--- config.mk ---
export PLATFORM = sky130hd
export DESIGN_NAME = alu_issue_ctrl
export DESIGN_NICKNAME = d
export VERILOG_FILES = /design/src/rtl/alu_issue_ctrl.sv
export SDC_FILE = /design/constraint.sdc
export NUM_CORES = 1
export LEC_CHECK = 0
export ABC_AREA = 1
export CAP_MARGIN = 20
export CORE_MARGIN = 1
export CORE_UTILIZATION = 54
export CTS_CLUSTER_SIZE = 25
export DETAILED_ROUTE_END_ITERATION = 10
export PLACE_DENSITY = 0.74
export SYNTH_ARGS = -nofsm -noshare
export SYNTH_HDL_FRONTEND = slang
export SYNTH_SLANG_ARGS = --single-unit
--- constraint.sdc ---
create_clock -name clk -period 2.6 [get_ports clk]
set_input_delay 0.26 -clock clk [delete_from_list [all_inputs] [get_ports clk]]
set_output_delay 0.26 -clock clk [all_outputs]
set_load 0.02 [all_outputs]
--- src/rtl/alu_issue_ctrl.sv ---
// Issue sequencer and in-order result collector for the pipelined ALU.
// Replays a loaded {op, a, b} program under a credit limit and stores the returning results.
module alu_issue_ctrl #(
  parameter int DEPTH        = 8,
  parameter int AW           = 3,
  parameter int OP_W         = 3,
  parameter int DATA_W       = 8,
  parameter int MAX_INFLIGHT = 4
) (
  input  logic                     clk,
  input  logic                     reset,
  input  logic                     load_en,
  input  logic [AW-1:0]            load_addr,
  input  logic [OP_W+2*DATA_W-1:0] load_data,
  input  logic                     start,
  input  logic [AW:0]              len,
  output logic                     busy,
  output logic                     done,
  output logic                     err,
  output logic                     iss_valid,
  input  logic                     iss_ready,
  output logic [OP_W-1:0]          iss_op,
  output logic [DATA_W-1:0]        iss_a,
  output logic [DATA_W-1:0]        iss_b,
  input  logic                     res_valid,
  input  logic [DATA_W-1:0]        res_data,
  input  logic [AW-1:0]            rd_addr,
  output logic [DATA_W-1:0]        rd_data
);

  localparam int IW = OP_W + 2*DATA_W;
  localparam int CW = 4;
  localparam logic [AW:0]   DEPTH_C = DEPTH[AW:0];
  localparam logic [AW:0]   PTR_ONE = {{AW{1'b0}}, 1'b1};
  localparam logic [CW-1:0] CRD_ONE = {{(CW-1){1'b0}}, 1'b1};
  localparam logic [CW-1:0] MAX_C   = MAX_INFLIGHT[CW-1:0];

  typedef enum logic [1:0] {S_IDLE, S_ISSUE, S_DRAIN, S_DONE} state_t;

  state_t            state_q, state_d;
  logic [AW:0]       n_q, n_d, iptr_q, iptr_d, rptr_q, rptr_d;
  logic [CW-1:0]     infl_q, infl_d;
  logic              err_q, err_d, busy_q, busy_d, done_q, done_d, vld_q, vld_d;
  logic [IW-1:0]     ins_q, ins_d;
  logic [IW-1:0]     prog_q [DEPTH];
  logic [DATA_W-1:0] res_q  [DEPTH];
  logic              prog_we_s, res_we_s, xfer_s, rsp_ok_s;

  assign xfer_s   = vld_q && iss_ready;
  assign rsp_ok_s = res_valid && ((state_q == S_ISSUE) || (state_q == S_DRAIN)) && (infl_q != {CW{1'b0}});

  // Next-state, pointer, credit and registered-output logic.
  always_comb begin
    state_d   = state_q;
    n_d       = n_q;
    iptr_d    = iptr_q;
    rptr_d    = rptr_q;
    infl_d    = infl_q;
    err_d     = err_q;
    ins_d     = ins_q;
    prog_we_s = 1'b0;
    res_we_s  = 1'b0;
    case (state_q)
      S_IDLE: begin
        prog_we_s = load_en;
        if (start) begin
          n_d    = len;
          iptr_d = {(AW+1){1'b0}};
          rptr_d = {(AW+1){1'b0}};
          infl_d = {CW{1'b0}};
          err_d  = 1'b0;
          if (len == {(AW+1){1'b0}}) begin
            state_d = S_DONE;
          end else if (len > DEPTH_C) begin
            err_d   = 1'b1;
            state_d = S_DONE;
          end else begin
            state_d = S_ISSUE;
          end
        end else begin
          state_d = S_IDLE;
        end
      end
      S_ISSUE: begin
        if (xfer_s) begin
          iptr_d  = iptr_q + PTR_ONE;
          state_d = (iptr_d == n_q) ? S_DRAIN : S_ISSUE;
        end else begin
          state_d = S_ISSUE;
        end
      end
      S_DRAIN: state_d = (rptr_q == n_q) ? S_DONE : S_DRAIN;
      S_DONE:  state_d = S_IDLE;
      default: state_d = S_IDLE;
    endcase

    // A result with no credit outstanding, or outside a run, is dropped and flagged.
    if (rsp_ok_s) begin
      res_we_s = 1'b1;
      rptr_d   = rptr_q + PTR_ONE;
    end else if (res_valid) begin
      err_d = 1'b1;
    end else begin
      res_we_s = 1'b0;
    end

    case ({xfer_s, rsp_ok_s})
      2'b10:   infl_d = infl_q + CRD_ONE;
      2'b01:   infl_d = infl_q - CRD_ONE;
      default: infl_d = infl_d;
    endcase

    busy_d = (state_d == S_ISSUE) || (state_d == S_DRAIN);
    done_d = (state_d == S_DONE);
    vld_d  = (state_d == S_ISSUE) && (infl_d < MAX_C) && (iptr_d < n_d);
    if (state_d == S_ISSUE) begin
      ins_d = prog_q[iptr_d[AW-1:0]];
    end else begin
      ins_d = ins_q;
    end
  end

  // State, counters, buffers and registered outputs.
  always_ff @(posedge clk or negedge reset) begin
    if (!reset) begin
      state_q <= S_IDLE;
      n_q     <= {(AW+1){1'b0}};
      iptr_q  <= {(AW+1){1'b0}};
      rptr_q  <= {(AW+1){1'b0}};
      infl_q  <= {CW{1'b0}};
      err_q   <= 1'b0;
      busy_q  <= 1'b0;
      done_q  <= 1'b0;
      vld_q   <= 1'b0;
      ins_q   <= {IW{1'b0}};
      for (int i = 0; i < DEPTH; i++) begin
        prog_q[i] <= {IW{1'b0}};
        res_q[i]  <= {DATA_W{1'b0}};
      end
    end else begin
      state_q <= state_d;
      n_q     <= n_d;
      iptr_q  <= iptr_d;
      rptr_q  <= rptr_d;
      infl_q  <= infl_d;
      err_q   <= err_d;
      busy_q  <= busy_d;
      done_q  <= done_d;
      vld_q   <= vld_d;
      ins_q   <= ins_d;
      if (prog_we_s) prog_q[load_addr] <= load_data;
      if (res_we_s)  res_q[rptr_q[AW-1:0]] <= res_data;
    end
  end

  assign busy      = busy_q;
  assign done      = done_q;
  assign err       = err_q;
  assign iss_valid = vld_q;
  assign iss_op    = ins_q[IW-1 -: OP_W];
  assign iss_a     = ins_q[2*DATA_W-1 -: DATA_W];
  assign iss_b     = ins_q[DATA_W-1:0];
  assign rd_data   = res_q[rd_addr];

endmodule

Word level (Yosys, flattened, before mapping). Cells that the tools add are included.

Register bits after elaboration: 257. Input port bits: 43. Output and inout port bits: 31. Logic and storage cells: 106.

Add/sub/neg operators: 4. Magnitude comparators: 9. Eq/ne operators: 10. Multiplexer cells: 38. Bitwise logic cells: 4. Reduce and logical (&&, ||, !) cells: 15.

Operator list (number): $bwmux 152 (1); $bwmux 64 (1); $bmux 19 s3 (1); $demux 19 s3 (1); $mux 19 (3); $mux 4 (9); $bmux 8 s3 (1); $demux 8 s3 (1); $mux 8 (3); $ge 4x4->1 const B (4); $not 3->4 (4); $pmux 4 s2 (2); $add 4x1->4 const B (3); $eq 2x2->1 const B (5); $mux 2 (5); $mux 1 (9); $eq 4x4->1 (2); $lt 4x1->1 const B (2); $pmux 2 s4 (1); $logic_and 1x1->1 (7); $eq 2x1->1 const B (3); $gt 4x4->1 const B (1); $logic_not 4->1 (1); $lt 4x3->1 const B (1); 7 further kinds (9).

Logic depth before layout (Yosys ltp).
Depth in word-level cells: 9. Gate-level depth with buffers: 15. Depth with buffers taken out: 14.

Worst setup path after synthesis. No wires, ideal clock.

Path type: register to register. Start point: register iptr_q[0]. End point: register ins_q[10]. Setup time: 0.066 ns. Data arrival time: 2.207 ns. Required time: 2.534 ns. Path slack: 0.327 ns. Cell stages (with the launch flop): 13. Path buffers: 1. Clock period less this slack: 2.273 ns. Cells stage by stage: dfrtp_1 > ha_1 > a21oi_1 > o211ai_1 > nor2_1 > nand2_1 > o21ai_0 > inv_1 > ha_1 > clkinv_1 > clkbuf_1 > nand2_1 > nand2_1.

Elaborated cells on any way between the ends: 13. Classes of those cells: 1 x add/sub; 2 x eq/ne; 9 x mux; 1 x bitwise.

RTL lines: start: declaration (RTL line 41) `logic [AW:0] n_q, n_d, iptr_q, iptr_d, rptr_q, rptr_d;`; start signal: assignment (RTL line 128) `iptr_q <= {(AW+1){1'b0}};`; start signal: assignment (RTL line 143) `iptr_q <= iptr_d;`; $add 4x1->4 (RTL line 86) `iptr_d = iptr_q + PTR_ONE;`; $eq 4x4->1 (RTL line 87) `state_d = (iptr_d == n_q) ? S_DRAIN : S_ISSUE;`; $mux 2 (RTL line 87); $mux 2 (RTL line 85) `if (xfer_s) begin`; $pmux 2 s4 (RTL line 63) `case (state_q)`; net state_d[1] (RTL line 40) `state_t state_q, state_d;`; $eq 2x1->1 (RTL line 116) `if (state_d == S_ISSUE) begin`; end signal: assignment (RTL line 135) `ins_q <= {IW{1'b0}};`; end signal: assignment (RTL line 150) `ins_q <= ins_d;`; end: declaration (RTL line 44) `logic [IW-1:0] ins_q, ins_d;`.

The timed path passes the listed nets, and every way through them passes these cells. The select of a mux whose other input is x is not followed. A chain may end at the register's enable or synchronous reset.

Final worst setup path.
Start point: input port rd_addr[0]. End point: output port rd_data[5].

Longest elaborated chain between the ends: 4.

Ends and longest elaborated chain: start: declaration (RTL line 27) `input logic [AW-1:0] rd_addr,`; $not 3->4 (implied by the code) (RTL line 163) `assign rd_data = res_q[rd_addr];`; $bmux 8 s3 (RTL line 163); $mux 8 (implied by the code) (2 in series) (RTL line 163); end: declaration (RTL line 28) `output logic [DATA_W-1:0] rd_data`.

No other way between the ends. The select of a mux whose other input is x is not followed.

==> metrics.md <==
| Metric | Value |
|---|---|
| Outcome | `complete, no violations` |
| DR vias | `roughly 10000` |
| Post-DP HPWL | `19400 um` |
| Number of setup violations in the final report | `0` |
| Synth cell types | `30` |
| Least-Margin Pin Slew | `~0.57 ns` |
| Core Footprint | `22600 um2` |
| Max rail drop VDD | `0.895 mV` |
| CP max FO | `24` |
| Pwr Density | `around 1300 nW/um2` |
| Sequential share of the synthesized area | `51.9%` |
| Crit start category | `input pin` |
| Most frequent cells in the layout | `416 x nand2_1, 257 x dfrtp_1, 241 x o21ai_0` |
| CTS HTree Levels | `1` |
| Setup TNS | `0 ns` |
| Total power | `0.0189 W` |
| Post-Synthesis Cells | `1551` |
| Finished Cell Area | `14400 um2` |
| Ys Warns | `0` |
| CP dominant cell by count | `clkdlybuf4s50_1` |
| Crit path DAT | `2.19 ns` |
| Nets | `1666` |
| Fin. Hold Viols | `0` |
| Syn Nets | `1608` |
| Drt via density | `5.48` |
| Top cells by area, synth | `dfrtp_1 52%, nand2_1 13%, o21ai_0 9.7%` |
| GRT Overall Usage | `~27%` |
| Slew HR | `62.1%` |
| Setup Buffers After CTS | `0` |
| Clk_lat worst skew | `0.54 ns` |
| P&R area growth vs syn | `16.1%` |
| Die Span Y | `153 um` |
| Pin count of the biggest net entering global routing | `78` |
| Detail Route Antenna Nets | `0` |
| CP top delay family | `buffers and inverters` |
| RSZ-0062 raised after global routing | `false` |
| Mapped Area | `between 10000 and 15000 um2` |
| Clk buf depth | `3` |
| Mean area per synthesized cell | `7.99 um2` |
| Final hold slack | `0.285 ns` |
| R2R depth | `11` |
| Initial antenna violation count | `0` |
| WP data required | `2.34 ns` |
| Fraction of layout cells with a size suffix above 1 | `between 6 and 7%` |
| R2r startpoint | `iptr_q[1]` |
| Number of global-route vias before repair | `10200` |
| Critical-path cell list | `clkdlybuf4s50_1, inv_1, buf_4, o21ai_0, o22ai_1, nor2_1, a31oi_1, clkdlybuf4s50_1` |
| Post-route clock skew | `0.0116 ns` |
| Total grt overflow | `0` |
| CTS tree | `yes` |
| Placed cell areas | `between 10000 and 15000 um2` |
| Die area | `23600 um2` |
| Synth top area share | `between 50% and 60%` |
| Reg2reg setup slack | `0.26 ns` |
| Avg WL per Cell | `16.1 um` |
| Layout filler cell count | `1966` |
| IO Port Bufs | `73` |
| Routability cong. | `0.836` |
| Yosys reg bits | `257` |
| FF-to-FF End | `iss_valid` |
| Max-cap check violation count | `0` |
| Total CTS buffers | `29` |
| First-pass GRT wire length | `52000 um` |
| Tcrit/Tclk final | `94.2%` |
| Commonest non-fill, non-tap cell in the layout | `nand2_1` |
| CP max-delay cell | `clkdlybuf4s50_1` |
| Die Wd | `153 um` |
| N_diodes | `0` |
| Clock Pin Slew Worst Setup and Hold Paths | `0.06 ns` |
| Type of the worst setup path | `in2out` |
| CP max stage delay | `0.62 ns` |
| Num rows | `55` |
| Crit path time final | `2.45 ns` |
| Final count of pins violating max slew | `0` |
| TritonCTS Sinks | `between 200 and 300` |
| Fin util | `63.8%` |
| Starting Density | `54.9%` |
| CTS Root Cell | `clkbuf_16` |
| Final wirelength | `30800 um` |
| Leading area contributor after synthesis | `dfrtp_1` |
| Buf/Inv on CP | `4` |
| First-pass DRT Iterations | `7` |
| Initial DRC Count | `between 800 and 900` |
| FMAX | `approximately 410 MHz` |
| Residual DRC count | `0` |
| Cell leakage power | `7.13 nW` |
| IO Count | `between 70 and 80` |
| Min-Delay Path Class | `in2async` |
| Type of destination of the critical path | `primary output` |
routing by layer:
layer  vias to the layer above  part of all wire (%)  GRT usage, %
met4                         0                   2.1          7.76
met3                        50                   5.9          2.90
met1                      4960                    45          38.4
li1                       5110                     -             -
met5                         -                     0             0
met2                       350                    47          44.8
worst register-to-register path: stages, from the launching register on:
cell and delay [ns]:
dfrtp_1 0.41, ha_1 0.20, xnor2_1 0.26, xor2_1 0.17, nor2_1 0.05, nand2_1 0.08, nand2_1 0.05, a21oi_1 0.26
ha_2 0.30, buf_12 0.20, nand4_1 0.11, nor3_1 0.18
timing repair:
action / in CTS / in global routing
hold buffers: 1 / 0
gates resized for setup: 0 / 2
endpoints found under the setup margin: 0 / 2
endpoints found under the hold margin: 64 / 0
cells by family after synthesis:
| family | count (synthesis) | synth area share (%) |
|---|---|---|
| adders and majority gates | 14 | 1.41 |
| buffers and inverters | 271 | 9.11 |
| xor gates and xnor gates | 7 | 0.495 |
| DFF | 257 | 51.9 |
| AOI/OAI and AO/OA | 290 | 12.0 |
| and+or+nand+nor | 712 | 25.1 |
area by class of cell:
| type | count | area (um2) | share of cell area [%] |
|---|---|---|---|
| Clock inverter | 4 | 48.8 | 0.339 |
| Multi-Input combinational cell | 1023 | 4840 | 33.6 |
| Timing Repair Buffer | 118 | 1220 | 8.45 |
| Clock buffer | 44 | 822 | 5.71 |
| Sequential cell | 257 | 6430 | 44.7 |
| Inverter | 180 | 676 | 4.70 |
| Tap cell | 285 | 357 | 2.48 |
report_power, final:
part | switching (W) | internal [W] | total [W]
combinational | 0.00517 | 0.00315 | 0.00832
sequential | 0.000994 | 0.00578 | 0.00678
clock | 0.00155 | 0.00225 | 0.00379
cells in the mapped netlist, drive strengths merged:
cell type / n
clkinv: 1
dfrtp: 257
ha: 14
xnor2: 3
o211ai: 3
nand2: 420
a22oi: 1
buf: 38
inv: 179
nand2b: 1
nor3: 2
a31oi: 8
nand3: 209
clkbuf: 53
xor2: 4
nor2: 67
a21oi: 7
o21ai: 262
o22ai: 9
nand4: 13
registers in the layout, indices dropped and copies added, names as in the netlist:
signal	cells
state_q	2
prog_q	152
res_q	64
done	1
n_q	4
infl_q	4
busy	1
iptr_q	4
iss_valid	1
err	1
ins_q	19
rptr_q	4
worst max path at each step:
stage	start	to	slack (ns)	cells past startpoint
floorplan	iptr_q[0]	ins_q[10]	0.33	12
global placement	rd_addr[0]	rd_data[1]	0.18	8
detailed placement	rd_addr[0]	rd_data[1]	0.16	8
CTS	rd_addr[0]	rd_data[5]	0.15	8
global route	rd_addr[0]	rd_data[5]	0.005	8
finish	rd_addr[0]	rd_data[5]	0.15	8
stage by stage:
| step | cells | setup WS (ns) |
|---|---|---|
| floorplan | 1551 | 0.327 |
| global placement | 1862 | 0.181 |
| detailed placement | 1862 | 0.163 |
| global route | 1911 | 0.00474 |
| CTS | 1911 | 0.153 |
| finish | 1911 | 0.150 |
No activity file was read; power rests on OpenSTA's default activity.
==> edit, RTL diff (config.mk and constraints unchanged) <==
The localparam `CW` goes from 4 to 8.
--- a/src/rtl/alu_issue_ctrl.sv
+++ b/src/rtl/alu_issue_ctrl.sv
@@ -29,7 +29,7 @@
 );
 
   localparam int IW = OP_W + 2*DATA_W;
-  localparam int CW = 4;
+  localparam int CW = 8;
   localparam logic [AW:0]   DEPTH_C = DEPTH[AW:0];
   localparam logic [AW:0]   PTR_ONE = {{AW{1'b0}}, 1'b1};
   localparam logic [CW-1:0] CRD_ONE = {{(CW-1){1'b0}}, 1'b1};
Function: no difference found for any inputs over 4 cycles, from zero or initial values and one cycle with reset low; that may be too few to reach the edited logic, so the function may still have changed.
==> edit against the unedited design <==
  * Sequential cell count increased by 4
  * Critical path depth decreased by 1
  * Final area increased by 0.66%
  * Area after synthesis increased by 0.34%
  * Worst setup slack got worse by 0.0066 ns
  * Wire length decreased by 3.4%
  * Via count decreased by 0.83%
  * Total power decreased by 12%
  * Worst hold slack improved by 0.046 ns
  * Clock power decreased by 5.5%
  * Sequential power about the same
==> edit: results (changes against the unedited design) <==
stage,metric,value,unit,change
status,status,"finished, final reports clean",,unchanged
clocking,clock_sinks,261,,was 257
sta,fin_skew,0.0125,ns,was 0.0116 ns
logic_synthesis,yosysUniqueCellTypes,31,,was 30
finish,n_clock_buffer,40,,was 44
global_routing,grt_pass1_wl,50000,um,was 52000 um
logic_synthesis,synth_fa_ha_area_share,1.51,%,was 1.41%
logic_synthesis,synth-xor-area-share,0.352,%,was 0.495%
finish,buf_share,8.52,%,was 8.45%
logic_synthesis,synthTopCellsByArea,"dfrtp_1 (53%), nand2_1 (12%), o21ai_0 (11%)",,"was dfrtp_1 (52%), nand2_1 (13%), o21ai_0 (9.7%)"
global_routing,grt_pass1_vias,9835,,was 10200
floorplan,coreArea,22600,um^2,about the same
finish,fillers,1933,,was 1966
critical_path,r2r_start,state_q[1],,was iptr_q[1]
finish,buffers,128,,was 118
routing,routedWlPerCell,15.8,um,was 16.1 um
power_and_ir_drop,irDropWorstVdd,0.594,mV,was 0.895 mV
logic_synthesis,seq_area_frac_synth,52.5,%,was 51.9%
finish,clk_share,5.63,%,was 6.05%
power_and_ir_drop,p_int,0.0103,W,was 0.0112 W
routing,initialDrtViolationCount,934,,was 840
finish,seq_share,45.1,%,was 44.7%
finish,multi_input_area,4930,um^2,was 4840 um^2
global_routing,grt_max_degree,91,,was 78
logic_synthesis,synth_common_cells,"nand2_1 (406), o21ai_0 (274), dfrtp_1 (261)",,"was nand2_1 (416), dfrtp_1 (257), o21ai_0 (241)"
logic_synthesis,synth_compound_area_share,17.2,%,was 12.0%
placement,placed_cell_area,13500,um^2,about the same
routing,drt_first_pass_iters,5,,was 7
[edit: changes by cell type after synthesis, moves of 10 or more]
cell	change
nand3_1	-123
nor2_1	+16
inv_1	-19
a21oi_1	+14
o211ai_1	+55
o21ai_0	+33
nand2_1	-10
[edit: critical path: stages]
cell,delay (ns)
clkdlybuf4s50_1,0.54
buf_4,0.20
o21ai_0,0.10
o22ai_1,0.22
nor2_1,0.07
a31oi_1,0.17
clkdlybuf4s50_1,0.62
[edit: logic make-up (layout without fill, tap and decap cells)]
logic type | count (synthesis) | in the layout
compound gates | 389 | 389
xor+xnor | 5 | 5
fa+ha+maj | 15 | 15
buf+inv | 248 | 340
flops | 261 | 261
simple gates | 591 | 591
[edit: metrics by stage]
stage          power [W]  instances
4_1_cts           0.0166       1883
3_3_place_gp      0.0127       1835
2_1_floorplan     0.0110       1509
5_1_grt           0.0180       1886
6_report          0.0167       1886
3_5_place_dp      0.0130       1835
[edit: final timing paths]
kind                                to  slack [ns]  depth (start not counted)
setup / recovery            rd_data[1]        0.14                          7
hold / removal               infl_q[7]        0.33                          2
hold reg to reg               ins_q[8]        0.48                          2
setup reg to reg             iss_valid        0.21                         22
min in group clk                   err        0.34                          3
max in group asynchronous  prog_q[113]        1.41                          3
[edit: routing by layer]
layer	up-vias	wire length [um]	GRT usage, %
met5	-	0	0
met4	0	450	6.38
met3	44	1700	2.93
met2	327	13900	41.5
met1	4919	13800	38.0
li1	5093	-	-
[edit: what timing repair did]
action,4_1_cts,5_1_grt
gates resized for setup,0,22
hold endpoints to repair,85,0
hold buffers,1,0
setup buffers,0,3
setup endpoints to repair,0,21
